`src/rtl/spi_pkg.sv`:
```
// Shared definitions for the SPI master family: controller states and SPI mode codes.
package spi_pkg;

  typedef enum logic [1:0] {
    ST_IDLE  = 2'd0,
    ST_LEAD  = 2'd1,
    ST_XFER  = 2'd2,
    ST_TRAIL = 2'd3
  } spi_state_e;

  // SPI modes encoded as {cpol, cpha}
  localparam logic [1:0] MODE0 = 2'b00;
  localparam logic [1:0] MODE1 = 2'b01;
  localparam logic [1:0] MODE2 = 2'b10;
  localparam logic [1:0] MODE3 = 2'b11;

endpackage

```
`src/rtl/spi_clk_div.sv`:
```
// Half-period tick generator: one-cycle tick every (div+1) clk cycles while enabled.
module spi_clk_div #(
  parameter int DIV_BITS = 4
) (
  input  logic                clk,
  input  logic                reset_n,
  input  logic                enable,
  input  logic [DIV_BITS-1:0] div,
  output logic                tick
);

  logic [DIV_BITS-1:0] cnt_q, cnt_d;

  // Tick on terminal count; counter reloads on tick and is held clear while disabled.
  always_comb begin
    tick  = enable && (cnt_q == div);
    cnt_d = cnt_q + 1'b1;
    if (!enable || tick) cnt_d = '0;
  end

  // Counter register.
  always_ff @(posedge clk) begin
    if (!reset_n) cnt_q <= '0;
    else          cnt_q <= cnt_d;
  end

endmodule

```
`src/rtl/spi_master_duplex.sv`:
```
// Full-duplex SPI master: configurable width, divider, CPOL/CPHA, bit order and chip selects.
module spi_master_duplex
  import spi_pkg::*;
#(
  parameter  int BITS     = 8,
  parameter  int CS_COUNT = 1,
  parameter  int DIV_BITS = 4,
  localparam int SELW     = (CS_COUNT > 1) ? $clog2(CS_COUNT) : 1
) (
  input  logic                clk,
  input  logic                reset_n,
  input  logic                start_valid,
  output logic                start_ready,
  input  logic [BITS-1:0]     tx_data,
  input  logic [SELW-1:0]     cs_sel,
  input  logic                cpol,
  input  logic                cpha,
  input  logic                lsb_first,
  input  logic [DIV_BITS-1:0] div,
  input  logic                miso,
  output logic                sck,
  output logic                mosi,
  output logic [CS_COUNT-1:0] cs_n,
  output logic [BITS-1:0]     rx_data,
  output logic                rx_valid,
  output logic                busy
);

  localparam int               CNT_W     = $clog2(BITS) + 1;
  localparam logic [CNT_W-1:0] LAST_EDGE = CNT_W'(2 * BITS - 1);

  spi_state_e          state_q, state_d;
  logic [BITS-1:0]     tx_sh_q, tx_sh_d;
  logic [BITS-1:0]     rx_sh_q, rx_sh_d;
  logic [BITS-1:0]     rx_data_q, rx_data_d;
  logic [CNT_W-1:0]    edge_q, edge_d;
  logic [DIV_BITS-1:0] div_q, div_d;
  logic                cpha_q, cpha_d;
  logic                lsb_q, lsb_d;
  logic                sck_q, sck_d;
  logic                mosi_q, mosi_d;
  logic                busy_q, busy_d;
  logic                rx_valid_q, rx_valid_d;
  logic [CS_COUNT-1:0] cs_n_q, cs_n_d;
  logic                tick;
  logic                accept;
  logic                leading;
  logic [BITS-1:0]     tx_rev;
  logic [BITS-1:0]     rx_rev;

  spi_clk_div #(
    .DIV_BITS(DIV_BITS)
  ) u_clk_div (
    .clk    (clk),
    .reset_n(reset_n),
    .enable (state_q != ST_IDLE),
    .div    (div_q),
    .tick   (tick)
  );

  // The shifters always run MSB-first; LSB-first words are bit-reversed on the way in and out.
  assign tx_rev = {<<{tx_data}};
  assign rx_rev = {<<{rx_sh_q}};

  assign start_ready = (state_q == ST_IDLE) && reset_n;
  assign sck         = sck_q;
  assign mosi        = mosi_q;
  assign cs_n        = cs_n_q;
  assign rx_data     = rx_data_q;
  assign rx_valid    = rx_valid_q;
  assign busy        = busy_q;

  // Next-state logic for the transfer sequencer and all registered outputs.
  always_comb begin
    accept     = start_valid && start_ready;
    leading    = ~edge_q[0];
    state_d    = state_q;
    tx_sh_d    = tx_sh_q;
    rx_sh_d    = rx_sh_q;
    rx_data_d  = rx_data_q;
    edge_d     = edge_q;
    div_d      = div_q;
    cpha_d     = cpha_q;
    lsb_d      = lsb_q;
    sck_d      = sck_q;
    mosi_d     = mosi_q;
    busy_d     = busy_q;
    rx_valid_d = 1'b0;
    cs_n_d     = cs_n_q;

    case (state_q)
      ST_IDLE: begin
        sck_d = cpol;
        if (accept) begin
          state_d = ST_LEAD;
          tx_sh_d = lsb_first ? tx_rev : tx_data;
          rx_sh_d = '0;
          edge_d  = '0;
          div_d   = div;
          cpha_d  = cpha;
          lsb_d   = lsb_first;
          mosi_d  = lsb_first ? tx_data[0] : tx_data[BITS-1];
          busy_d  = 1'b1;
          for (int unsigned i = 0; i < CS_COUNT; i++) begin
            cs_n_d[i] = (cs_sel != SELW'(i));
          end
        end
      end

      ST_LEAD: begin
        if (tick) state_d = ST_XFER;
      end

      ST_XFER: begin
        if (tick) begin
          sck_d  = ~sck_q;
          edge_d = edge_q + 1'b1;
          if (leading) begin
            if (cpha_q) begin
              // first leading edge re-drives the bit already on mosi
              mosi_d  = tx_sh_q[BITS-1];
              tx_sh_d = tx_sh_q << 1;
            end else begin
              rx_sh_d = {rx_sh_q[BITS-2:0], miso};
            end
          end else begin
            if (cpha_q) begin
              rx_sh_d = {rx_sh_q[BITS-2:0], miso};
            end else if (edge_q != LAST_EDGE) begin
              mosi_d  = tx_sh_q[BITS-2];
              tx_sh_d = tx_sh_q << 1;
            end
          end
          if (edge_q == LAST_EDGE) begin
            state_d = ST_TRAIL;
            edge_d  = '0;
          end
        end
      end

      ST_TRAIL: begin
        if (tick) begin
          state_d    = ST_IDLE;
          cs_n_d     = '1;
          mosi_d     = 1'b1;
          busy_d     = 1'b0;
          rx_valid_d = 1'b1;
          rx_data_d  = lsb_q ? rx_rev : rx_sh_q;
          sck_d      = cpol;
        end
      end

      default: state_d = ST_IDLE;
    endcase
  end

  // State and output registers with synchronous active-low reset.
  always_ff @(posedge clk) begin
    if (!reset_n) begin
      state_q    <= ST_IDLE;
      tx_sh_q    <= '0;
      rx_sh_q    <= '0;
      rx_data_q  <= '0;
      edge_q     <= '0;
      div_q      <= '0;
      cpha_q     <= 1'b0;
      lsb_q      <= 1'b0;
      sck_q      <= 1'b0;
      mosi_q     <= 1'b1;
      busy_q     <= 1'b0;
      rx_valid_q <= 1'b0;
      cs_n_q     <= '1;
    end else begin
      state_q    <= state_d;
      tx_sh_q    <= tx_sh_d;
      rx_sh_q    <= rx_sh_d;
      rx_data_q  <= rx_data_d;
      edge_q     <= edge_d;
      div_q      <= div_d;
      cpha_q     <= cpha_d;
      lsb_q      <= lsb_d;
      sck_q      <= sck_d;
      mosi_q     <= mosi_d;
      busy_q     <= busy_d;
      rx_valid_q <= rx_valid_d;
      cs_n_q     <= cs_n_d;
    end
  end

endmodule

```
`config.mk`:
```
export PLATFORM = sky130hd
export DESIGN_NAME = spi_master_duplex
export DESIGN_NICKNAME = d
export VERILOG_FILES = /design/src/rtl/spi_pkg.sv /design/src/rtl/spi_clk_div.sv /design/src/rtl/spi_master_duplex.sv
export SDC_FILE = /design/constraint.sdc
export NUM_CORES = 1
export LEC_CHECK = 0
export BUFFER_PORTS_ARGS = -buffer_cell sky130_fd_sc_hd__buf_2
export CAP_MARGIN = 20
export CORE_ASPECT_RATIO = 0.5
export CORE_MARGIN = 2
export CORE_UTILIZATION = 50
export CTS_BUF_LIST = sky130_fd_sc_hd__clkbuf_4
export DETAILED_ROUTE_END_ITERATION = 8
export PLACE_DENSITY_LB_ADDON = 0.12
export SYNTH_ARGS = -nofsm -noshare
export SYNTH_HDL_FRONTEND = slang
export SYNTH_SLANG_ARGS = --single-unit
```
`constraint.sdc`:
```
create_clock -name clk -period 1.95 [get_ports clk]
set_input_delay 0.0975 -clock clk [delete_from_list [all_inputs] [get_ports clk]]
set_output_delay 0.0975 -clock clk [all_outputs]
set_load 0.02 [all_outputs]
```
## Yosys cells after proc, flatten, opt, wreduce, memory -nomap -nowiden

Cells that the tools add are included.

- Equal/unequal tests: 16
- Bitwise operators: 2
- Reduce and logical (&&, ||, !) cells: 21
- Mux-type cells: 43
- Add/sub/neg operators: 2

Operators with widths:

| cell | count |
|---|---|
| 8-bit two-way mux | 13 |
| 8-bit case mux with 2 select lines | 2 |
| 3-bit inequality test, second input constant | 5 |
| 1-bit two-way mux | 14 |
| 4-bit two-way mux | 3 |
| 2-bit two-way mux | 5 |
| 2-bit inequality test, second input constant | 5 |
| 5-bit AND reduction | 2 |
| 3-bit AND reduction | 3 |
| 4-bit by 1-bit adder with 4-bit output, second input constant | 2 |
| 2-bit case mux with 4 select lines | 1 |
| 4-bit case mux with 2 select lines | 1 |
| 7-bit AND reduction | 1 |
| 1-bit case mux with 3 select lines | 2 |
| 2-bit AND reduction | 3 |
| 6-bit AND reduction | 1 |
| 2-bit nonzero test | 3 |
| 2-bit == test, second input constant | 2 |
| 4-bit == test | 1 |
| 4-bit == test, second input constant | 1 |
| 4-bit inequality test, second input constant | 1 |
| 1-bit case mux with 2 select lines | 2 |
| 1-bit logical AND | 3 |
| 3-bit nonzero test | 1 |
| other kinds (6) | 7 |

- Output and inout port bits: 14
- Register bits: 45

## Logic depth before layout (Yosys ltp)

Gate-level depths: netlist (run 1).

- Depth in word-level cells: 6
- Depth in mapped cells: 8
- Depth with buffers taken out: 7

## By module

Synthesis (run 1) repeated with hierarchy kept, for this count alone.

- Cell total of the unflattened synthesis: 246
- Area total of the unflattened synthesis: 2292.2 um2

Modules (own cells, without submodules):

| module | cells an instance | seq. area each (um2) | times used | area each (um2) |
|---|---|---|---|---|
| spi_master_duplex | 227 | 820.8 | 1 | 2097.0 |
| spi_clk_div | 19 | 80.1 | 1 | 195.2 |

## Worst setup path after synthesis (run 1)

OpenSTA, ideal clock, no wires.

- Path type: register -> register
- Start point: register state_q[0]
- End point: register tx_sh_q[7]
- Period minus slack after synthesis: 1791 ps
- Path slack: 159 ps
- Library setup time: 71 ps
- Cell stages (with the launch flop): 8
- Arrival: 1720 ps
- Path through: dfxtp_1 > inv_1 > ha_1 > inv_2 > mux2i_1 > o211ai_4 > a211o_1 > a21oi_1

- Word-level cells in the longest chain between the ends: 5

Ends and longest elaborated chain:

| element | RTL line | RTL |
|---|---|---|
| start: declaration | spi_master_duplex.sv:32 | `spi_state_e state_q, state_d;` |
| start signal: assignment | spi_master_duplex.sv:174 | `state_q <= state_d;` |
| 2-bit logical NOT | spi_master_duplex.sv:65, spi_master_duplex.sv:91 |  |
| 1-bit logical AND | spi_master_duplex.sv:65 | `assign start_ready = (state_q == ST_IDLE) && reset_n;` |
| 1-bit logical AND | spi_master_duplex.sv:75 | `accept = start_valid && start_ready;` |
| 2-bit inequality test (no source line) | - |  |
| 6-bit AND reduction (no source line) | - |  |
| end signal: assignment | spi_master_duplex.sv:175 | `tx_sh_q <= tx_sh_d;` |
| end: declaration | spi_master_duplex.sv:33 | `logic [BITS-1:0] tx_sh_q, tx_sh_d;` |

Parallel ways exist; a longest one is shown, timed or not.
A chain may end at the register's enable or synchronous reset.

## Final worst setup path (run 1)

- Start point: register edge_q[0]
- End point: register tx_sh_q[0]

- Word-level cells in the longest chain between the ends: 3

Ends and longest elaborated chain:

| element | RTL line | RTL |
|---|---|---|
| start: declaration | spi_master_duplex.sv:36 | `logic [CNT_W-1:0] edge_q, edge_d;` |
| start signal: assignment | spi_master_duplex.sv:178 | `edge_q <= edge_d;` |
| 4-bit inequality test / 8-bit two-way mux (equally long branches) | spi_master_duplex.sv:129, spi_master_duplex.sv:118 |  |
| 3-bit inequality test (no source line) / 8-bit two-way mux (equally long branches) | - |  |
| 6-bit AND reduction (no source line) / 8-bit case mux with 2 select lines (equally long branches) | - |  |

Parallel ways exist; a longest one is shown, timed or not. The select of a mux whose other input is x is not followed.

==> results_dict.tcl, run 1 <==
set metrics [dict create \
    status "completed" \
    clockBufferDepth 2 \
    crit_required_ns 2.20 \
    netlist_area_sq_mm 0.00216 \
    synth_nets 274 \
    clk_pin_slew_ns 0.13 \
    synth_edf_count 0 \
    drt_wl_total_um 4780 \
    p_total_uw 2560 \
    grt_pass1_vias 1734 \
    critical_path_arrival_ns 2.08 \
    finalMaxSlewViolations 0 \
    skew_ns 0.0229 \
    critPathLaunch "edge_q[0]" \
    ios 34 \
    ys_warn_count 0 \
    cpMaxStageDelayCell "dfxtp_1" \
    die_x_um 97.0 \
    hold_path.class "in -> reg" \
    grt_first_pass_wirelength_um 8010 \
    critPathMaxStageDelay_ns 0.39 \
    fp.dieH_um 50.5 \
    grt_overflow_total 0 \
    fin_util 0.645 \
    post_cts_buffers 0 \
    cts_tree "yes" \
    r2r_cells 7 \
    rows 16 \
    nNetsFinal 318 \
    cp_num_buf_inv 1 \
    vdd_drop_max_uv 470 \
    p_leak_uw 0.00112 \
    numCtsBuffers 5 \
    async_reset_ff_frac 0 \
    syn_area_per_cell_sq_um 8.76 \
    r2r_slack_ns 0.11 \
    firstDrtPassIters 4 \
    cp-end-kind "flop" \
    wire_per_inst_um 13.8 \
    cp-endpoint "tx_sh_q[0]" \
    synth-seq-area-share 0.416 \
    area_delta_synth_final_pct 20.0 \
    critPathTopFamily "compound AO/OA/AOI/OAI gates" \
    worst_pin_slew_ns 0.489 \
    cp_cell_sequence "ha_1, and3_1, o211ai_1, o211ai_4, buf_4, mux2i_1, nor2_1" \
    clk_latency_ns 0.36 \
    syn-instance-count 247 \
    dp_hpwl_um 3460 \
    clkSinkCount 45 \
    r2r_end "tx_sh_q[0]" \
    drtIter0Drc 44 \
    finalHoldViolations 0 \
    drive_above_1_share 0.212 \
    io_buffer_count 33 \
    r2r_start "edge_q[0]" \
    grt_max_degree 17 \
    synth-seq-cells 45 \
    max_freq_mhz 545 \
    final_critical_path_setup_slack_ns 0.114 \
    worstSetupPathType "reg -> reg" \
    cts-root-buf "clkbuf_4" \
    antenna_found_initial 0 \
    crit_path_max_fanout 8 \
    slew_headroom 0.674 \
    vias_per_cell 5.39 \
    cap_violations 0 \
    place_ws_ns 0.0748 \
    start_kind "flop" \
    num_vias 1864 \
    place.gp.congestion 0.775 \
    p_per_area_mw_per_mm2 985 \
    antenna_cells 0 \
    final_antenna_net_count 0 \
    htree_levels 2 \
    hold_slack_ns 0.0707 \
    path_depth 7 \
    synthFlopType "dfxtp_1" \
    core_sq_mm 0.00402 \
    drc 0 \
    start_util 0.538 \
    dieArea_sq_mm 0.00490 \
    post-route-min-period_ns 1.84 \
    period_share 0.942 \
    synth.distinct_cells 41 \
    setup_viol 0 \
    global_route.usage.total 0.205 \
]
-- layout make-up --
class / count / area, sq um
well taps: 54 / 67.6
flip-flops and latches: 45 / 902
inverters: 11 / 41.3
clock inverters: 2 / 38.8
clock buffers: 6 / 45.0
fillers: 345 / 1430
repair buffers: 49 / 303
multi-input cells: 179 / 1200
-- cells in the mapped netlist, types with 3 or more instances --
| library cell | number | area share |
|---|---|---|
| a211oi_1 | 4 | 0.014 |
| o211ai_1 | 3 | 0.010 |
| mux2i_1 | 25 | 0.12 |
| xor2_1 | 5 | 0.020 |
| dfxtp_1 | 45 | 0.42 |
| o21ai_0 | 7 | 0.016 |
| nand3_1 | 18 | 0.042 |
| o2bb2ai_1 | 8 | 0.032 |
| nor2_1 | 23 | 0.040 |
| a21oi_1 | 7 | 0.016 |
| ha_1 | 7 | 0.040 |
| nand2_1 | 33 | 0.057 |
| clkbuf_1 | 9 | 0.016 |
| o21ai_1 | 9 | 0.021 |
| inv_1 | 9 | 0.016 |
-- sequential cells by signal, summed over array words and instances, names as in the netlist --
name and flops:
u_clk_div.cnt_q 4, rx_valid 1, state_q 2, mosi 1, edge_q 4, cs_n 1
cpha_q 1, rx_data 8, busy 1, tx_sh_q 8, lsb_q 1, rx_sh_q 8
div_q 4, sck 1
-- where the power goes --
group / internal (uW) / switching [uW] / leakage (uW)
registers: 1030 / 93.2 / 0.000366
clock network: 287 / 311 / 0.0000459
logic: 345 / 488 / 0.000709
-- worst min path at each step --
stage	startpoint	to	slack, ns	cells after the start
6_report	reset_n	state_q[1]	0.07	3
5_1_grt	reset_n	state_q[1]	0.06	3
4_1_cts	reset_n	state_q[1]	0.05	3
3_5_place_dp	div[1]	div_q[1]	0.29	3
3_3_place_gp	cpha	cpha_q	0.28	3
2_1_floorplan	cpha	cpha_q	0.20	2
-- routing by layer --
layer / track usage / wire, um / vias to the layer above
li1: - / - / 954
met1: 0.270 / 2400 / 863
met2: 0.348 / 2110 / 43
met3: 0.0543 / 258 / 4
met4: 0.0352 / 13 / 0
met5: 0 / 0 / -
-- cell families after synthesis --
| group | synth area share |
|---|---|
| AND/OR/NAND/NOR | 0.197 |
| flip-flops | 0.416 |
| multiplexers | 0.116 |
| adder cells (fa/ha/maj) | 0.0405 |
| XOR/XNOR | 0.0243 |
| buffers and inverters | 0.0411 |
| AO/OA/AOI/OAI | 0.165 |
-- layout by cell type, fill, tap and decap left out, types with 3 or more instances in the layout --
master | Yosys | layout
dfxtp_1 | 45 | 44
nand2_1 | 33 | 33
buf_2 | 2 | 33
mux2i_1 | 25 | 25
nor2_1 | 23 | 21
nand3_1 | 18 | 18
inv_1 | 9 | 9
o21ai_1 | 9 | 9
buf_4 | 0 | 9
o2bb2ai_1 | 8 | 8
a21oi_1 | 7 | 7
o21ai_0 | 7 | 7
dlygate4sd3_1 | 0 | 7
ha_1 | 7 | 6
clkbuf_4 | 0 | 6
xor2_1 | 5 | 5
a211oi_1 | 4 | 4
o211ai_1 | 3 | 3
-- tightest hold or removal path, stage by stage --
cell and delay [ns]:
buf_2 0.15, nand2_1 0.08, mux2i_1 0.06
-- repair_timing --
action                                  in CTS  in global routing
gates resized for setup                      0                  7
hold endpoints to repair                     7                  0
hold buffers                                 7                  0
endpoints found under the setup margin       0                 28
-- stage by stage --
stage | instance area (sq um) | TNS [ns] | cells
global route | 2600 | -0.00662 | 346
floorplan | 2160 | 0 | 247
finish | 2600 | 0 | 346
global placement | 2420 | 0 | 331
detailed placement | 2420 | 0 | 331
CTS | 2570 | 0 | 346
Power figures use the tool's default switching activity.
==> inputs of run 2 (changes only) <==
- CELL_PAD_IN_SITES_DETAIL_PLACEMENT: default -> 1
- CELL_PAD_IN_SITES_GLOBAL_PLACEMENT: default -> 2
- CORE_UTILIZATION: 50 -> 35
==> run 2 against run 1 <==
Against the previous run: combinational power up 12%; sequential share of layout area down 0.98 points; sequential cell count unchanged; cell area up 3.0%; core utilization down 20 points; critical path type unchanged.
==> results_dict.tcl, run 2 (synthesized netlist as in run 1, its figures left out) <==
set metrics [dict create \
    status "completed" \
    core_sq_mm 0.00603 \
    antenna_cells 0 \
    max_freq_mhz 543 \
    vias_per_cell 4.92 \
    clkSinkCount 45 \
    critPathMaxStageDelay_ns 0.42 \
    p_clk_frac 0.188 \
    setup_viol 0 \
    switching_share 0.376 \
    nNetsFinal 323 \
    seqPwrFrac 0.444 \
    dp_hpwl_um 4020 \
    start_util 0.359 \
    cp_num_buf_inv 1 \
    finalMaxSlewViolations 0 \
    clk_latency_ns 0.39 \
    placed_area_sq_mm 0.00247 \
    crit_required_ns 2.27 \
    place.gp.congestion 0.767 \
    period_share 0.945 \
    grt_overflow_total 0 \
    worstSetupPathType "reg -> reg" \
    fp.dieH_um 59.6 \
    cts-root-buf "clkbuf_4" \
    rows 20 \
    clockBufferDepth 2 \
    vdd_drop_max_uv 481 \
    critical_path_arrival_ns 2.16 \
    firstDrtPassIters 4 \
    antenna_found_initial 0 \
    fillers 727 \
    drive_above_1_share 0.236 \
    p_int_uw 1580 \
    worst_pin_slew_ns 0.511 \
    p_per_area_mw_per_mm2 949 \
    io_buffer_count 33 \
    final_critical_path_setup_slack_ns 0.107 \
    post-route-min-period_ns 1.84 \
    place_ws_ns -0.00539 \
    cpMaxStageDelayCell "nor4_4" \
    grt_max_degree 18 \
    clk_pin_slew_ns 0.14 \
    global_route.usage.total 0.177 \
    start_kind "flop" \
    skew_ns 0.0131 \
    cap_violations 0 \
    die_x_um 115 \
    cp_cell_sequence "xor2_1, nor4_4, buf_6, a21oi_2, or4_1, a21oi_1" \
    comb_power_share 0.368 \
    dp.cells 367 \
    ios 34 \
    numCtsBuffers 5 \
    wire_per_inst_um 14.3 \
    cts_tree "yes" \
    area_delta_synth_final_pct 23.7 \
    slew_headroom 0.658 \
    fin_util 0.444 \
    stdcell_count 385 \
    stdcell_area_sq_mm 0.00268 \
    cp-end-kind "flop" \
    hold_slack_ns 0.0521 \
    drt_wl_total_um 5510 \
    critPathTopFamily "simple AND/OR/NAND/NOR gates" \
    drtIter0Drc 74 \
    drc 0 \
    hold_path.class "in -> reg" \
    crit_path_max_fanout 7 \
    p_sw_uw 955 \
    num_vias 1893 \
    grt_pass1_vias 1898 \
    dieArea_sq_mm 0.00686 \
    grt_first_pass_wirelength_um 9050 \
    layout_common_cells "dfxtp_1 (43), nand2_1 (33), buf_2 (33)" \
    layout_commonest_cell "dfxtp_1" \
    finalHoldViolations 0 \
    p_leak_uw 0.00113 \
    htree_levels 2 \
    final_antenna_net_count 0 \
]
## run 2: worst min-delay path: stages
cell	delay, ns
buf_2	0.16
nand2_1	0.08
mux2i_1	0.06
## run 2: final timing paths
kind / from / end / slack, ns / depth (start not counted)
min: reset_n / state_q[1] / 0.05 / 3
max reg2reg: div_q[2] / edge_q[0] / 0.11 / 6
min reg2reg: tx_sh_q[7] / tx_sh_q[7] / 0.46 / 2
max: div_q[2] / edge_q[0] / 0.11 / 6
## run 2: timing repair
item | 4_1_cts | 5_1_grt
endpoints found under the hold margin | 8 | 0
setup buffers | 0 | 2
hold buffers | 8 | 0
endpoints found under the setup margin | 7 | 18
pin swaps | 0 | 1
resized for setup | 0 | 13
## run 2: final cells by class
type                    instances  area [sq um]  share of cell area
clock inverters                 3          22.5             0.00842
well taps                      88           110              0.0412
repair buffers                 54           347               0.130
multi-input cells             179          1210               0.454
clock buffers                   5          37.5              0.0140
inverters                      11          41.3              0.0154
flip-flops and latches         45           903               0.338
## run 2: through the flow
stage                     setup TNS [ns]  total power, uW
final                                  0             2540
after floorplan                        0             1710
after detailed placement        -0.00889             1950
after CTS                        -0.0492             2460
after global placement                 0             1930
after global routing             -0.0593             2730
## run 2: metal layers
layer	up-vias	part of all wire	GRT usage
li1	964	-	-
met2	29	0.46	0.297
met1	892	0.49	0.220
met3	8	0.035	0.0511
met4	0	0.014	0.0637
met5	-	0	0
## run 2: power groups by stage
stage / clock (uW) / combinational, uW / sequential, uW
floorplan: 0 / 568 / 1140
global placement: 0 / 792 / 1140
detailed placement: 0 / 807 / 1150
CTS: 513 / 822 / 1130
global route: 553 / 1030 / 1150
finish: 477 / 934 / 1130
==> inputs of run 3 (changes only) <==
- CELL_PAD_IN_SITES_DETAIL_PLACEMENT: 1 -> default
- CELL_PAD_IN_SITES_GLOBAL_PLACEMENT: 2 -> default
- CORE_UTILIZATION: 35 -> 49
==> run 3 against run 2 <==
Against the previous run: worst hold slack gained 0.0092 ns; register-to-register slack got worse by 0.02 ns; sequential power is essentially flat; clock power is 2% lower; sequential cell count unchanged; fmax down 0.82%; worst setup slack lost 0.015 ns; critical path depth is the same; first-iteration DRC count decreased by 66%; final cell count down 9.4%; largest cell class unchanged.
==> results_dict.tcl, run 3 (synthesized netlist as in run 1, its figures left out) <==
set metrics [dict create \
    global_route.usage.total 0.195 \
    critical_path_arrival_ns 2.14 \
    clk_latency_ns 0.36 \
    die_x_um 98.0 \
    stdcell_area_sq_mm 0.00258 \
    cap_violations 0 \
    post-route-min-period_ns 1.86 \
    status "completed" \
    grt_overflow_total 0 \
    drtIter0Drc 25 \
    slew_headroom 0.651 \
    area_delta_synth_final_pct 19.2 \
    grt_max_degree 18 \
    dp_hpwl_um 3360 \
    min_to "cpha_q" \
    firstDrtPassIters 4 \
    max_freq_mhz 538 \
    vdd_drop_max_uv 546 \
    cts_tree "yes" \
    fp.dieH_um 51.0 \
    grt_setup_unrepaired "yes" \
    stdcell_count 349 \
    p_leak_uw 0.00110 \
    clockBufferDepth 2 \
    grt_first_pass_wirelength_um 7730 \
    nNetsFinal 318 \
    ios 34 \
    layout_common_cells "dfxtp_1 (44), nand2_1 (33), buf_2 (33)" \
    hold_slack_ns 0.0613 \
    core_sq_mm 0.00432 \
    start_util 0.501 \
    crit_path_max_fanout 7 \
    drc 0 \
    crit_required_ns 2.23 \
    skew_ns 0.0149 \
    cts-root-buf "clkbuf_4" \
    worst_pin_slew_ns 0.521 \
    io_buffer_count 33 \
    final_critical_path_setup_slack_ns 0.0920 \
    drt_wl_total_um 4610 \
    antenna_found_initial 0 \
    clk_pin_slew_ns 0.14 \
    hold_path.class "in -> reg" \
    numCtsBuffers 5 \
    setup_viol 0 \
    layout_commonest_cell "dfxtp_1" \
    dieArea_sq_mm 0.00499 \
    place.gp.congestion 0.776 \
    vias_per_cell 5.34 \
    drive_above_1_share 0.219 \
    wire_per_inst_um 13.2 \
    r2r_cells 6 \
    finalHoldViolations 0 \
    dp.cells 333 \
    timing.setup.tns_ns 0 \
    finalMaxSlewViolations 0 \
    grt_pass1_vias 1736 \
    cp-end-kind "flop" \
    rows 17 \
    num_vias 1863 \
    r2r_start "u_clk_div.cnt_q[1]" \
    final_antenna_net_count 0 \
    min_from "reset_n" \
    period_share 0.953 \
    r2r_slack_ns 0.09 \
    place_ws_ns 0.0816 \
    clkSinkCount 45 \
    holdPathStages 3 \
    p_per_area_mw_per_mm2 936 \
    antenna_cells 0 \
    worstSetupPathType "reg -> reg" \
    r2r_end "edge_q[0]" \
    htree_levels 2 \
    start_kind "flop" \
    placed_area_sq_mm 0.00241 \
]
[run 3: changes by cell type in the layout (fill, tap and decap cells not counted), sizes merged]
cell,delta
clkinvlp,+2
clkinv,-3
clkbuf,+1
buf,-4
dlygate4sd3,-1
[run 3: per-layer routing]
layer  wire length (um)  part of all wire  global-route usage  vias up
met3                189             0.041              0.0479        5
li1                   -                 -                   -      954
met1               2350              0.51               0.250      863
met2               2040              0.44               0.334       41
met5                  0                 0                   0        -
met4                 29            0.0063              0.0509        0
[run 3: timing repair]
item / in CTS / in global routing
buffers inserted: 0 / 1
endpoints found under the setup margin: 0 / 18
hold endpoints to repair: 7 / 0
gates resized for setup: 0 / 8
hold buffers: 7 / 0
[run 3: final cells by class]
type / instances / area (sq um)
fill: 415 / 1740
timing repair buffer: 49 / 303
sequential: 45 / 902
tap: 57 / 71.3
multi-input combinational: 179 / 1200
inverter: 11 / 41.3
clock buffer: 6 / 45.0
clock inverter: 2 / 15.0
[run 3: worst max path at each step]
stage	depth (start not counted)	from	end	slack (ns)
floorplan	7	state_q[0]	tx_sh_q[7]	0.16
global placement	7	edge_q[0]	tx_sh_q[3]	0.13
detailed placement	6	state_q[1]	rx_sh_q[6]	0.08
CTS	6	state_q[1]	rx_sh_q[6]	0.06
global route	7	edge_q[0]	tx_sh_q[0]	-0.03
finish	6	u_clk_div.cnt_q[1]	edge_q[0]	0.09
[run 3: critical path: stages, from the launching register on]
cell and delay (ns):
dfxtp_1 0.36, xor2_1 0.17, nor4_4 0.40, buf_4 0.25
a21oi_2 0.08, or4_1 0.40, a21oi_1 0.13
[run 3: report_power, final]
part / switching [uW] / internal [uW] / leakage (uW)
registers: 90.0 / 1030 / 0.000366
clock network: 314 / 155 / 0.0000279
logic: 475 / 348 / 0.000702
total: 878 / 1530 / 0.00110
[run 3: metrics by stage]
step,utilization,power (uW)
2_1_floorplan,-,1710
4_1_cts,0.589,2390
3_5_place_dp,0.559,1920
6_report,0.597,2410
5_1_grt,0.597,2580
3_3_place_gp,0.559,1900
